## config.mk

```make
export PLATFORM = sky130hd
export DESIGN_NAME = led_pattern_engine
export DESIGN_NICKNAME = d
export VERILOG_FILES = /design/src/rtl/led_ctrl_pkg.sv /design/src/rtl/led_tick_gen.sv /design/src/rtl/led_pattern_engine.sv
export SDC_FILE = /design/constraint.sdc
export NUM_CORES = 1
export LEC_CHECK = 0
export CORE_MARGIN = 1.5
export CORE_UTILIZATION = 49
export CTS_BUF_LIST = sky130_fd_sc_hd__clkbuf_8
export CTS_CLUSTER_DIAMETER = 40
export CTS_CLUSTER_SIZE = 25
export DETAILED_ROUTE_END_ITERATION = 12
export PLACE_DENSITY = 0.81
export SETUP_SLACK_MARGIN = 0.2
export SLEW_MARGIN = 20
export SYNTH_ARGS = -nofsm -noshare
export SYNTH_HDL_FRONTEND = slang
export SYNTH_SLANG_ARGS = --single-unit
```

## constraint.sdc

```tcl
create_clock -name clk -period 2.21 [get_ports clk]
set_input_delay 0.3315 -clock clk [delete_from_list [all_inputs] [get_ports clk]]
set_output_delay 0.3315 -clock clk [all_outputs]
set_load 0.02 [all_outputs]
```

## src/rtl/led_ctrl_pkg.sv

```systemverilog
// Shared definitions for the LED pattern engine.
// Holds the pattern mode encodings and the bounce direction state type used by
// led_pattern_engine. Codes 5-7 carry no name: they all mean "hold the pattern".
package led_ctrl_pkg;

  localparam logic [2:0] ModeRotL   = 3'd0;
  localparam logic [2:0] ModeRotR   = 3'd1;
  localparam logic [2:0] ModeBounce = 3'd2;
  localparam logic [2:0] ModeBar    = 3'd3;
  localparam logic [2:0] ModeBlink  = 3'd4;

  // Direction of the bouncing dot: DirUp walks toward the MSB.
  typedef enum logic {
    DirUp   = 1'b0,
    DirDown = 1'b1
  } dir_e;

endpackage

```

## src/rtl/led_tick_gen.sv

```systemverilog
// Activity-gated prescaler for the LED pattern engine.
// Ports:
//   clk      - system clock, rising edge
//   rst      - synchronous active-high reset, clears the count
//   active   - count only while high; the count is frozen (not cleared) otherwise
//   clear    - forces the count to zero, overriding active
//   period   - cycles per step minus one
//   terminal - combinational: an active cycle whose count has reached period
module led_tick_gen #(
  parameter int unsigned CNT_W = 24
) (
  input  logic             clk,
  input  logic             rst,
  input  logic             active,
  input  logic             clear,
  input  logic [CNT_W-1:0] period,
  output logic             terminal
);

  logic [CNT_W-1:0] cnt_q;

  // >= rather than == so a period lowered below the running count ends the
  // step on the next active cycle instead of wrapping through 2^CNT_W.
  assign terminal = active && (cnt_q >= period);

  always_ff @(posedge clk) begin
    if (rst) begin
      cnt_q <= '0;
    end else if (clear) begin
      cnt_q <= '0;
    end else if (active) begin
      if (terminal) begin
        cnt_q <= '0;
      end else begin
        cnt_q <= cnt_q + 1'b1;
      end
    end
  end

endmodule

```

## src/rtl/led_pattern_engine.sv

```systemverilog
// LED pattern engine: steps an LED pattern at a programmable rate while an
// activity level meets a threshold.
// Ports:
//   clk        - system clock, rising edge
//   rst        - synchronous active-high reset
//   level      - activity count
//   threshold  - minimum level that enables animation
//   period     - clk cycles per pattern step, minus one
//   mode       - pattern select (0 rot-left, 1 rot-right, 2 bounce, 3 bar, 4 blink, 5-7 hold)
//   led        - registered LED drive
//   step_pulse - registered, high for one cycle on each pattern step
module led_pattern_engine
  import led_ctrl_pkg::*;
#(
  parameter int unsigned N_LED = 16,
  parameter int unsigned CNT_W = 24,
  parameter int unsigned LVL_W = 7
) (
  input  logic             clk,
  input  logic             rst,
  input  logic [LVL_W-1:0] level,
  input  logic [LVL_W-1:0] threshold,
  input  logic [CNT_W-1:0] period,
  input  logic [2:0]       mode,
  output logic [N_LED-1:0] led,
  output logic             step_pulse
);

  localparam logic [N_LED-1:0] SeedBit0 = N_LED'(1);

  logic [N_LED-1:0] led_q;
  logic [2:0]       cur_mode_q;
  dir_e             dir_q;
  logic             step_pulse_q;

  logic             active;
  logic             mode_change;
  logic             terminal;
  logic [N_LED-1:0] rot_l;
  logic [N_LED-1:0] rot_r;

  assign active      = (level >= threshold);
  assign mode_change = (mode != cur_mode_q);

  led_tick_gen #(
    .CNT_W (CNT_W)
  ) u_tick_gen (
    .clk      (clk),
    .rst      (rst),
    .active   (active),
    .clear    (mode_change),
    .period   (period),
    .terminal (terminal)
  );

  // Index-based rotations stay legal for N_LED = 1, where they reduce to identity.
  always_comb begin
    rot_l = '0;
    rot_r = '0;
    for (int unsigned i = 0; i < N_LED; i++) begin
      rot_l[i] = led_q[(i + N_LED - 1) % N_LED];
      rot_r[i] = led_q[(i + 1) % N_LED];
    end
  end

  // Pattern state and bounce direction FSM. A mode change wins over a
  // coincident step and is applied regardless of activity.
  always_ff @(posedge clk) begin
    if (rst) begin
      led_q        <= SeedBit0;
      cur_mode_q   <= ModeRotL;
      dir_q        <= DirUp;
      step_pulse_q <= 1'b0;
    end else if (mode_change) begin
      cur_mode_q   <= mode;
      led_q        <= (mode == ModeBlink) ? '1 : SeedBit0;
      dir_q        <= DirUp;
      step_pulse_q <= 1'b0;
    end else begin
      step_pulse_q <= terminal;
      if (terminal) begin
        case (cur_mode_q)
          ModeRotL: led_q <= rot_l;
          ModeRotR: led_q <= rot_r;
          ModeBounce: begin
            // A single LED has nowhere to bounce; it just stays lit.
            if (N_LED > 1) begin
              if (dir_q == DirUp) begin
                if (led_q[N_LED-1]) begin
                  led_q <= led_q >> 1;
                  dir_q <= DirDown;
                end else begin
                  led_q <= led_q << 1;
                end
              end else begin
                if (led_q[0]) begin
                  led_q <= led_q << 1;
                  dir_q <= DirUp;
                end else begin
                  led_q <= led_q >> 1;
                end
              end
            end
          end
          ModeBar: begin
            if (&led_q) begin
              led_q <= SeedBit0;
            end else begin
              led_q <= (led_q << 1) | SeedBit0;
            end
          end
          ModeBlink: led_q <= ~led_q;
          default:   led_q <= led_q;
        endcase
      end
    end
  end

  assign led        = led_q;
  assign step_pulse = step_pulse_q;

endmodule

```

; Yosys cells after proc, flatten, opt, wreduce, memory -nomap -nowiden
; Cells that the tools add are included.
[totals]
register_bits = 45
out_inout_bits = 17
[classes]
mux = 12
bitwise_logic = 1
eq_ne = 6
reduce_logical = 8
order_cmp = 2
n_addsub = 1
[op_table]
columns = operator, n
row1 = $mux 16, 7
row2 = $pmux 16 s5, 1
row3 = $add 24x1->24 const B, 1
row4 = $ge 24x24->1, 1
row5 = $mux 24, 1
row6 = $not 16->16, 1
row7 = $reduce_and 16->1, 1
row8 = $ge 7x7->1, 1
row9 = $eq 3x2->1 const B, 2
row10 = $eq 3x3->1 const B, 2
row11 = $reduce_bool 6->1, 1
row12 = $reduce_and 2->1, 2
row13 = $eq 3x1->1 const B, 1
row14 = $logic_not 3->1, 1
row15 = $mux 1, 3
row16 = $ne 3x3->1, 1
row17 = $reduce_bool 2->1, 1
row18 = $reduce_or 2->1, 1
row19 = $logic_and 1x1->1, 1

; Logic depth before layout (Yosys ltp)
; Gate-level depths: netlist (run 1).
[logic_depth]
word_depth = 5
mapped_depth = 11
ltp_nobuf = 9

; Modules after synthesis
; From an unflattened synthesis (run 1), not the netlist that was laid out.
[unflattened]
hier_cells = 415
hier_area_um2 = 3298.2
[modules_own_cells]
columns = module, cells_per_inst, instances, area_each_um2, seq_area_each_um2
row1 = led_tick_gen, 215, 1, 1731.7, 480.5
row2 = led_pattern_engine, 200, 1, 1566.5, 420.4

; Least setup slack after synthesis (run 1)
; OpenSTA, ideal clock, no wires.
[synth_timing]
path_type = reg-to-reg
start = register u_tick_gen.cnt_q[0]
end = register led_q[9] (netlist: led[9])
n_path_buf = 2
setup_time_ns = 0.095
stages_incl_launch_ff = 12
arrival_ns = 2.174
required_ns = 2.115
setup_slack_ns = -0.060
cell_sequence = dfxtp_1 -> inv_1 -> ha_1 -> nand2b_4 -> a211o_1 -> a211oi_2 -> o211ai_2 -> a31o_1 -> buf_6 -> o21a_1 -> buf_6 -> a221oi_1
[synth_between]
elab_chain_len = 4
[synth_lines]
columns = element, line
row1 = start: declaration, led_tick_gen.sv:20  ; logic [CNT_W-1:0] cnt_q;
row2 = start signal: assignment, led_tick_gen.sv:35  ; cnt_q <= cnt_q + 1'b1;
row3 = $ge 24x24->1, led_tick_gen.sv:24  ; assign terminal = active && (cnt_q >= period);
row4 = $logic_and 1x1->1, led_tick_gen.sv:24
row5 = $reduce_bool 2->1 (no line), n/a
row6 = $reduce_and 2->1 (no line), n/a
row7 = end signal: assignment, led_pattern_engine.sv:70  ; led_q <= SeedBit0;
row8 = end signal: assignment, led_pattern_engine.sv:76  ; led_q <= (mode == ModeBlink) ? '1 : SeedBit0;
row9 = end signal: assignment, led_pattern_engine.sv:83  ; ModeRotL: led_q <= rot_l;
row10 = end: declaration, led_pattern_engine.sv:31  ; logic [N_LED-1:0] led_q;
; No other way between the ends.
; A chain may end at the register's enable or synchronous reset.

; Worst setup path after layout (run 1)
[layout_timing]
start = input period[8]
end = register led_q[7] (netlist: led[7])
[layout_between]
elab_chain_len = 4
[layout_lines]
columns = element, line
row1 = start: declaration, led_pattern_engine.sv:23  ; input logic [CNT_W-1:0] period,
row2 = $ge 24x24->1, led_tick_gen.sv:24
row3 = $logic_and 1x1->1, led_tick_gen.sv:24
row4 = $reduce_bool 2->1 (no line), n/a
row5 = $reduce_and 2->1 (no line), n/a
; No other way between the ends.

==> reports/metrics.cfg, run 1 <==
[finish]
antenna_cells=0
nets=608
final_common_cell=buf_4
areaGrowthSynthToFinish_pct=65.7
fin_util_pct=83.3
layout_common_cells=buf_4, dfxtp_1, clkdlybuf4s50_1, nand2_1, inv_1
fillCellCount=338
drive_gt1_share_pct=36.9

[logic_synthesis]
synth.distinct_cells=46
synth_xor_area_share_pct=6.11
synthesis.area_sq_um=3160
synth_cells=410
muxShareOfSynthArea_pct=0.634
synth_area_leaders=dfxtp_1, ha_1, o21ai_0
netlist.top_cell.by_area=dfxtp_1
syn_nets=485
synth-compound-area-share_pct=22.7
synth-seq-area-share_pct=28.5
synth_adder_area_share_pct=12.7
synth-seq-cells=45
synth-simple-area-share_pct=21.1
synth_top_family_by_area=compound AO/OA/AOI/OAI gates
yosys_warnings=0
syn_area_per_cell_sq_um=7.70
netlist.area_leader.share_pct=28.5

[pwr]
power_mw=2.13
vdd_drop_max_uv=334
p_leak_nw=2.05
power_density_nw_per_um2=407

[clock_network]
clkLatencyLatePin_ns=0.32
cts_sinks=45
cts-root-buf=clkbuf_8
hold_buffers=0
cts_tree=yes
cts-buffers-inserted=5
cts_buffer_depth=2
htree_levels=2
clkTransAtPathRegs_ns=0.08

[route]
drtIter0Drc=242
wl_per_cell_um=20.5
drc_errors=0
drt-vias-per-instance=6.25
vias=3819
dr.pass1.iters=5
totalWireLength_um=12500
ant_nets=0

[timing]
period_needed_ns=2.44
maxSlewViolCount=0
min_period_over_period_pct=111
tightest_slew_ns=0.514
max_freq_mhz=409
hold_slack_ns=0.595
rsz0062_at_grt=true
final-hold-violation-count=0
setup_viol=41
worst_slack_ns=-0.234
finClkSkew_ns=0.0192
slew-limit-headroom_pct=65.6

[place]
place_hpwl_um=6400
pre_cts_slack_ns=-0.643
portBuffers=59
gp_congestion=0.895

[setup_path]
critical_path_class=primary input to flip-flop
cp-end-kind=flip-flop
start_kind=primary input
path_max_fanout=5
arrival_ns=2.69
critPathRequiredTime_ns=2.45

[worst_hold_path]
hold_path_class=flip-flop to flip-flop

[grt]
grt_pass1_wl_um=19200
grt_pass1_vias=3973
antenna_found_initial=0
grt_max_degree=15
grt_usage_pct=34.3
grt-ovfl-total=0

[die]
core-area_sq_um=6280
start_util_pct=50.3
pin_count=60
rows=29
fp.dieW_um=83.3
die_h_um=83.3
die_area_sq_um=6930

[status]
outcome=finished with violations
violations=setup timing

[run]
drv_cap=0

[metrics by stage]
stage / cell area (sq um) / instances / setup TNS [ns]
floorplan: 3250 / 410 / 0
global placement: 4280 / 579 / -20.45
detailed placement: 4280 / 579 / -23.06
CTS: 5080 / 608 / -0.353
global route: 5230 / 611 / -6.71
finish: 5230 / 611 / -4.76
[flip-flops by register name, indices dropped and copies added (netlist names)]
register,count
u_tick_gen.cnt_q,24
led,16
cur_mode_q,3
dir_q,1
step_pulse,1
[kinds of logic (layout without fill, tap and decap cells)]
logic type,Yosys count,in the layout
XOR/XNOR,22,22
AO/OA/AOI/OAI,111,111
buffers and inverters,62,186
adder cells (fa/ha/maj),32,32
flip-flops,45,45
multiplexers,2,2
AND/OR/NAND/NOR,136,136
[cell type report]
cell class / count / area, sq um / share of cell area [%]
clock buffers: 5 / 68.8 / 1.32
clock inverters: 3 / 15.0 / 0.287
inverters: 42 / 170 / 3.25
multi-input cells: 303 / 2650 / 50.7
flip-flops and latches: 45 / 912 / 17.4
well taps: 77 / 96.3 / 1.84
repair buffers: 136 / 1320 / 25.1
[metal layers]
layer  up-vias  global-route usage, %  share of wire (%)
met5         -                      0                  0
met4         0                   19.1                6.8
met2       225                   63.4                 51
met1      1830                   36.9                 36
met3        74                   5.57                6.8
li1       1690                      -                  -
[power breakdown]
part	switching (mW)	internal, mW	leakage [nW]	total, mW
sequential	0.0470	0.838	0.369	0.885
clock	0.319	0.216	0.0467	0.535
combinational	0.354	0.352	1.63	0.706
total	0.720	1.41	2.05	2.13
[cell usage after synthesis, drive strengths merged]
| library cell | count |
|---|---|
| nand4b | 1 |
| a211o | 2 |
| o21a | 3 |
| clkbuf | 12 |
| nor4 | 4 |
| o211ai | 5 |
| a21oi | 24 |
| a211oi | 8 |
| ha | 32 |
| a21o | 4 |
| a2bb2oi | 2 |
| o32ai | 1 |
| a31o | 1 |
| and3 | 5 |
| and2 | 1 |
| a22oi | 14 |
| nand3b | 1 |
| a221oi | 4 |
| nor2b | 5 |
| nand2b | 4 |
| nand3 | 8 |
| xor2 | 5 |
| and4 | 1 |
| a22o | 2 |
| mux2i | 2 |
| dfxtp | 45 |
| or4 | 1 |
| or3 | 5 |
| xnor2 | 17 |
| nand2 | 38 |
| nand4 | 16 |
| nor2 | 34 |
| a31oi | 2 |
| a21boi | 1 |
| nor3 | 12 |
| inv | 42 |
| o21ai | 38 |
| buf | 8 |
[repair_timing]
action / 4_1_cts / 5_1_grt
gates cloned: 5 / 0
pin swaps: 70 / 16
hold endpoints to repair: 0 / 0
setup buffers: 16 / 3
endpoints found under the setup margin: 42 / 42
resized for setup: 152 / 25
[worst paths after layout]
check	start	endpoint	slack, ns	cells past startpoint
worst max-delay path	period[8]	led[7]$_SDFFE_PP0P_	-0.23	12
worst min-delay path	led[4]$_SDFFE_PP0P_	led[4]$_SDFFE_PP0P_	0.60	2
worst max register to register	u_tick_gen.cnt_q[21]$_SDFFE_PP0P_	led[15]$_SDFFE_PP0P_	-0.20	11
worst min register to register	led[4]$_SDFFE_PP0P_	led[4]$_SDFFE_PP0P_	0.60	2
[critical path: stages]
cell and delay, ns:
clkdlybuf4s50_1 0.46, inv_1 0.07, ha_1 0.22, a21oi_2 0.22, o21ai_2 0.13, a221oi_4 0.33, o211ai_2 0.14, a31o_1 0.25
o21a_4 0.16, buf_12 0.13, buf_16 0.13, a21oi_2 0.12
(Power assumes the default switching activity.)
==> inputs of run 2 (changes only) <==
--- a/config.mk
+++ b/config.mk
@@ -12,6 +12,7 @@
 export CTS_CLUSTER_SIZE = 25
 export DETAILED_ROUTE_END_ITERATION = 12
 export PLACE_DENSITY = 0.81
+export REMOVE_ABC_BUFFERS = 1
 export SETUP_SLACK_MARGIN = 0.2
 export SLEW_MARGIN = 20
 export SYNTH_ARGS = -nofsm -noshare
==> run 2 against run 1 <==
Net effect: the run still ends with setup timing left; sequential power fell by 0.8%; largest cell class unchanged; power fell by 3.4%; critical endpoint is now led[9]$_SDFFE_PP0P_; count of clock-buffer cells in the layout did not move.
==> reports/metrics.cfg, run 2 (same netlist as run 1, synthesis figures left out) <==
[route]
drtIter0Drc=467
totalWireLength_um=11800
drt-vias-per-instance=6.27
vias=3827
dr.pass1.iters=6
drc_errors=0
wl_per_cell_um=19.3
ant_nets=0

[clock_network]
htree_levels=2
hold_buffers=0
cts-root-buf=clkbuf_8
cts-buffers-inserted=5
clkTransAtPathRegs_ns=0.09
cts_tree=yes
cts_buffer_depth=2
cts_sinks=45
clkLatencyLatePin_ns=0.31

[setup_path]
start_kind=flip-flop
r2r-end=led[9]$_SDFFE_PP0P_
crit_slowest_cell=nor4_4
crit_chain=ha_4 -> nand4_1 -> nor4_4 -> o211ai_1 -> o211ai_2 -> a31o_1 -> o21a_1 -> buf_6 -> buf_12 -> a221oi_2
cp_num_buf_inv=2
worstRegToRegCells=10
slowest_delay_ns=0.40
r2r_start=u_tick_gen.cnt_q[23]$_SDFFE_PP0P_
cp-end-kind=flip-flop
critical_path_class=flip-flop to flip-flop
critPathRequiredTime_ns=2.40
rrSetupSlack_ns=-0.26
path_max_fanout=5
cp_top_family=compound AO/OA/AOI/OAI gates
arrival_ns=2.66

[timing]
maxSlewViolCount=0
slew-limit-headroom_pct=61.0
period_needed_ns=2.47
tightest_slew_ns=0.584
hold_slack_ns=0.577
final-hold-violation-count=0
min_period_over_period_pct=112
finalSetupTns_ns=-7.72
setup_viol=41
finClkSkew_ns=0.00794
rsz0062_at_grt=true
max_freq_mhz=405
worst_slack_ns=-0.259

[pwr]
clkPwrFrac_pct=25.6
sequentialPowerShare_pct=42.7
p_switching_uw=671
vdd_drop_max_uv=301
p_int_mw=1.38
power_density_nw_per_um2=413
pwr-share-comb_pct=31.6
p_sw_share_pct=32.7
p_leak_nw=2.01

[place]
dp.cells=579
pre_cts_slack_ns=-0.677
gp_congestion=0.904
place_hpwl_um=6450
portBuffers=59

[die]
fp.dieW_um=83.3
die_h_um=83.3
pin_count=60
core-area_sq_um=6280
die_area_sq_um=6930
rows=29
start_util_pct=50.3

[finish]
largest_reg_flops=24
antenna_cells=0
layout_common_cells=buf_4, dfxtp_1, clkdlybuf4s50_1, nand2_1, inv_1
fillCellCount=371
final_common_cell=buf_4
areaGrowthSynthToFinish_pct=57.6
top_register=u_tick_gen.cnt_q
nets=607
fin_cells=610
fin_util_pct=79.2
drive_gt1_share_pct=32.6

[worst_hold_path]
whs_endpoint=led[10]$_SDFFE_PP0P_
hold_path_class=flip-flop to flip-flop
min-delay-start=led[10]$_SDFFE_PP0P_
min_delay_path_depth=2

[grt]
grt_pass1_vias=3856
grt_max_degree=15
antenna_found_initial=0
grt_usage_pct=33.7
grt_pass1_wl_um=18900
grt-ovfl-total=0

[status]
outcome=finished with violations
violations=setup timing

[run]
drv_cap=0

[run 2: changes by cell type in the layout (fill, tap and decap cells not counted), moves of 4 or more]
cell     previous run  this run
buf_6               9        13
nor2_1             12        21
nor2_2              5         9
nor2_4             17         4
o21ai_1             2         6
o21ai_2             7         2
[run 2: repair_timing]
item,4_1_cts,5_1_grt
setup buffers,15,2
gates cloned,6,0
pin swaps,68,10
hold endpoints to repair,0,0
setup endpoints to repair,42,42
gates resized for setup,136,14
[run 2: layout make-up]
| type | instances | area (sq um) | area share [%] |
|---|---|---|---|
| multi-input combinational | 303 | 2420 | 48.7 |
| clock buffer | 5 | 68.8 | 1.38 |
| timing repair buffer | 135 | 1290 | 26.0 |
| clock inverter | 3 | 17.5 | 0.352 |
| tap | 77 | 96.3 | 1.94 |
| sequential | 45 | 916 | 18.4 |
| inverter | 42 | 158 | 3.17 |
[run 2: metrics by stage]
step | power (mW) | area [sq um]
after floorplan | 1.12 | 3060
after global placement | 1.37 | 4180
after detailed placement | 1.39 | 4180
after CTS | 2.00 | 4900
after global routing | 2.13 | 4970
final | 2.06 | 4970
[run 2: layer usage]
metal	vias to the layer above	track usage [%]	part of all wire [%]
met5	-	0	0
met4	0	16.4	5.2
met3	75	6.96	10
met2	293	55.5	47
met1	1767	41.8	38
li1	1692	-	-
[run 2: worst max-delay path by stage]
stage,slack (ns),from,to,cells after the start
finish,-0.26,u_tick_gen.cnt_q[23]$_SDFFE_PP0P_,led[9]$_SDFFE_PP0P_,10
global placement,-0.58,period[17],led[13]$_SDFFE_PP0P_,11
CTS,-0.06,u_tick_gen.cnt_q[0]$_SDFFE_PP0P_,led[10]$_SDFFE_PP0P_,11
floorplan,-0.24,period[23],led[10]$_SDFFE_PP0P_,9
global route,-0.36,u_tick_gen.cnt_q[19]$_SDFFE_PP0P_,led[10]$_SDFFE_PP0P_,11
detailed placement,-0.68,period[17],led[1]$_SDFFE_PP0P_,11
[run 2: power by group through the flow]
stage,Combinational (mW),Sequential (mW),Clock [mW]
after global routing,0.691,0.882,0.559
final,0.650,0.878,0.527
after CTS,0.607,0.877,0.515
after floorplan,0.196,0.925,0
after detailed placement,0.493,0.896,0
after global placement,0.479,0.895,0
[run 2: worst min-delay path, stage by stage, from the launching register on]
cell and delay (ns):
dfxtp_1 0.36, inv_1 0.11, a221oi_2 0.06
==> inputs of run 3 (changes only) <==
--- a/config.mk
+++ b/config.mk
@@ -6,12 +6,11 @@
 export NUM_CORES = 1
 export LEC_CHECK = 0
 export CORE_MARGIN = 1.5
-export CORE_UTILIZATION = 49
-export CTS_BUF_LIST = sky130_fd_sc_hd__clkbuf_8
+export CORE_UTILIZATION = 48
 export CTS_CLUSTER_DIAMETER = 40
 export CTS_CLUSTER_SIZE = 25
 export DETAILED_ROUTE_END_ITERATION = 12
-export PLACE_DENSITY = 0.81
+export PLACE_DENSITY = 0.76
 export REMOVE_ABC_BUFFERS = 1
 export SETUP_SLACK_MARGIN = 0.2
 export SLEW_MARGIN = 20
==> run 3 against run 2 <==
Net effect: the flow still finishes with violations (setup timing); combinational power up 9.1%; final area up 4.7%; clock power about the same; global-route usage down 2.6 points; power up 2.7%; register-to-register slack worse by 0.02 ns; critical path depth up 2; non-clock buffer count up 4; first-iteration DRC count down 0.21%; via count up 2.6%; largest cell class unchanged.
==> reports/metrics.cfg, run 3 (same netlist as run 1, synthesis figures left out) <==
[status]
outcome=finished with violations
violations=setup timing

[worst_hold_path]
hold_path_class=flip-flop to flip-flop

[place]
place_hpwl_um=6450
pre_cts_slack_ns=-0.677
dpl_cell_area_sq_um=4190
gp_congestion=0.904
portBuffers=59

[die]
pin_count=60
start_util_pct=49.7
die_h_um=84.1
die_area_sq_um=7070
rows=29
core-area_sq_um=6350
fp.dieW_um=84.1

[setup_path]
crit_path_end=u_tick_gen.cnt_q[5]$_SDFFE_PP0P_
critPathRequiredTime_ns=2.41
cp-end-kind=flip-flop
critical_path_class=flip-flop to flip-flop
worstRegToRegCells=12
start_kind=flip-flop
arrival_ns=2.69
r2r_start=u_tick_gen.cnt_q[22]$_SDFFE_PP0P_
r2r-end=u_tick_gen.cnt_q[5]$_SDFFE_PP0P_
path_max_fanout=8
critical_path.startpoint=u_tick_gen.cnt_q[22]$_SDFFE_PP0P_
rrSetupSlack_ns=-0.28

[finish]
nets=611
stdcell_area_sq_um=5210
antenna_cells=0
areaGrowthSynthToFinish_pct=65.0
largest_reg_flops=24
top_register=u_tick_gen.cnt_q
final_common_cell=buf_4
layout_common_cells=buf_4, dfxtp_1, clkdlybuf4s50_1, nand2_1, inv_1
fin_util_pct=82.0
fillCellCount=344
drive_gt1_share_pct=37.2

[timing]
period_needed_ns=2.49
rsz0062_at_grt=true
finClkSkew_ns=0.0185
maxSlewViolCount=0
worst_slack_ns=-0.283
tightest_slew_ns=0.560
max_freq_mhz=401
min_period_over_period_pct=113
final-hold-violation-count=0
slew-limit-headroom_pct=62.6
setup_viol=42

[pwr]
clkPwrFrac_pct=24.9
vdd_drop_max_uv=336
p_leak_nw=2.07
pwr-share-comb_pct=33.6
sequentialPowerShare_pct=41.5
p_int_mw=1.40
p_sw_share_pct=33.5
power_mw=2.11
p_switching_uw=706
power_density_nw_per_um2=405

[route]
totalWireLength_um=13200
drt-vias-per-instance=6.40
ant_nets=0
vias=3928
dr.pass1.iters=5
drtIter0Drc=466
drc_errors=0
wl_per_cell_um=21.4

[grt]
grt_usage_pct=31.1
grt_pass1_vias=3710
grt_max_degree=14
grt-ovfl-total=0
antenna_found_initial=0
grt_pass1_wl_um=17700

[clock_network]
clkTransAtPathRegs_ns=0.10
cts_tree=yes
cts_buffer_depth=2
clkLatencyLatePin_ns=0.31
cts-root-buf=clkbuf_8
htree_levels=2
cts-buffers-inserted=5
cts_sinks=45

[run]
drv_cap=0

## run 3: routing by layer
layer | vias up | routed length (um) | part of all wire (%) | GRT usage, %
met5 | - | 0 | 0 | 0
met4 | 0 | 800 | 6.1 | 13.3
met3 | 73 | 1130 | 8.6 | 4.55
met2 | 288 | 6360 | 48 | 54.8
met1 | 1863 | 4880 | 37 | 37.3
li1 | 1704 | - | - | -
## run 3: critical path, stage by stage, from the launching register on
cell,delay [ns]
dfxtp_4,0.37
ha_4,0.28
nand4_1,0.24
nor4_4,0.37
o211ai_1,0.17
o211ai_2,0.22
buf_4,0.14
buf_6,0.11
nand2_4,0.06
nand2_4,0.10
buf_6,0.12
buf_12,0.14
nor2_2,0.06
## run 3: what timing repair did
action	4_1_cts	5_1_grt
gates cloned	4	2
setup endpoints to repair	42	42
hold buffers	0	0
resized for setup	143	52
buffers inserted	13	7
pin swaps	42	28
## run 3: stage by stage
step | setup TNS (ns) | hold WS, ns | instances
final | -9.47 | 0.592 | 614
after global routing | -12.95 | 0.625 | 614
after CTS | -0.292 | 0.561 | 605
after detailed placement | -24.80 | 0.553 | 580
after global placement | -18.77 | 0.536 | 580
after floorplan | -3.56 | 0.403 | 390
## run 3: worst min-delay path by stage
stage,from,endpoint,slack (ns),depth (start not counted)
6_report,u_tick_gen.cnt_q[12]$_SDFFE_PP0P_,u_tick_gen.cnt_q[12]$_SDFFE_PP0P_,0.59,2
3_5_place_dp,u_tick_gen.cnt_q[1]$_SDFFE_PP0P_,u_tick_gen.cnt_q[1]$_SDFFE_PP0P_,0.55,2
5_1_grt,u_tick_gen.cnt_q[12]$_SDFFE_PP0P_,u_tick_gen.cnt_q[12]$_SDFFE_PP0P_,0.63,2
3_3_place_gp,u_tick_gen.cnt_q[12]$_SDFFE_PP0P_,u_tick_gen.cnt_q[12]$_SDFFE_PP0P_,0.54,2
2_1_floorplan,rst,cur_mode_q[0]$_SDFFE_PP0P_,0.40,1
4_1_cts,u_tick_gen.cnt_q[12]$_SDFFE_PP0P_,u_tick_gen.cnt_q[12]$_SDFFE_PP0P_,0.56,2
## run 3: area by class of cell
type / instances / area (sq um) / share of cell area (%)
clock buffer: 6 / 72.6 / 1.39
sequential: 45 / 926 / 17.8
timing repair buffer: 139 / 1350 / 26.0
multi-input combinational: 303 / 2590 / 49.8
tap: 77 / 96.3 / 1.85
inverter: 42 / 158 / 3.03
clock inverter: 2 / 10.0 / 0.192
## run 3: power groups by stage
stage                     sequential (mW)  combinational (mW)  clock [mW]
after global placement              0.893               0.480           0
after CTS                           0.876               0.612       0.508
final                               0.876               0.709       0.526
after global routing                0.880               0.739       0.565
after floorplan                     0.925               0.196           0
after detailed placement            0.895               0.492           0
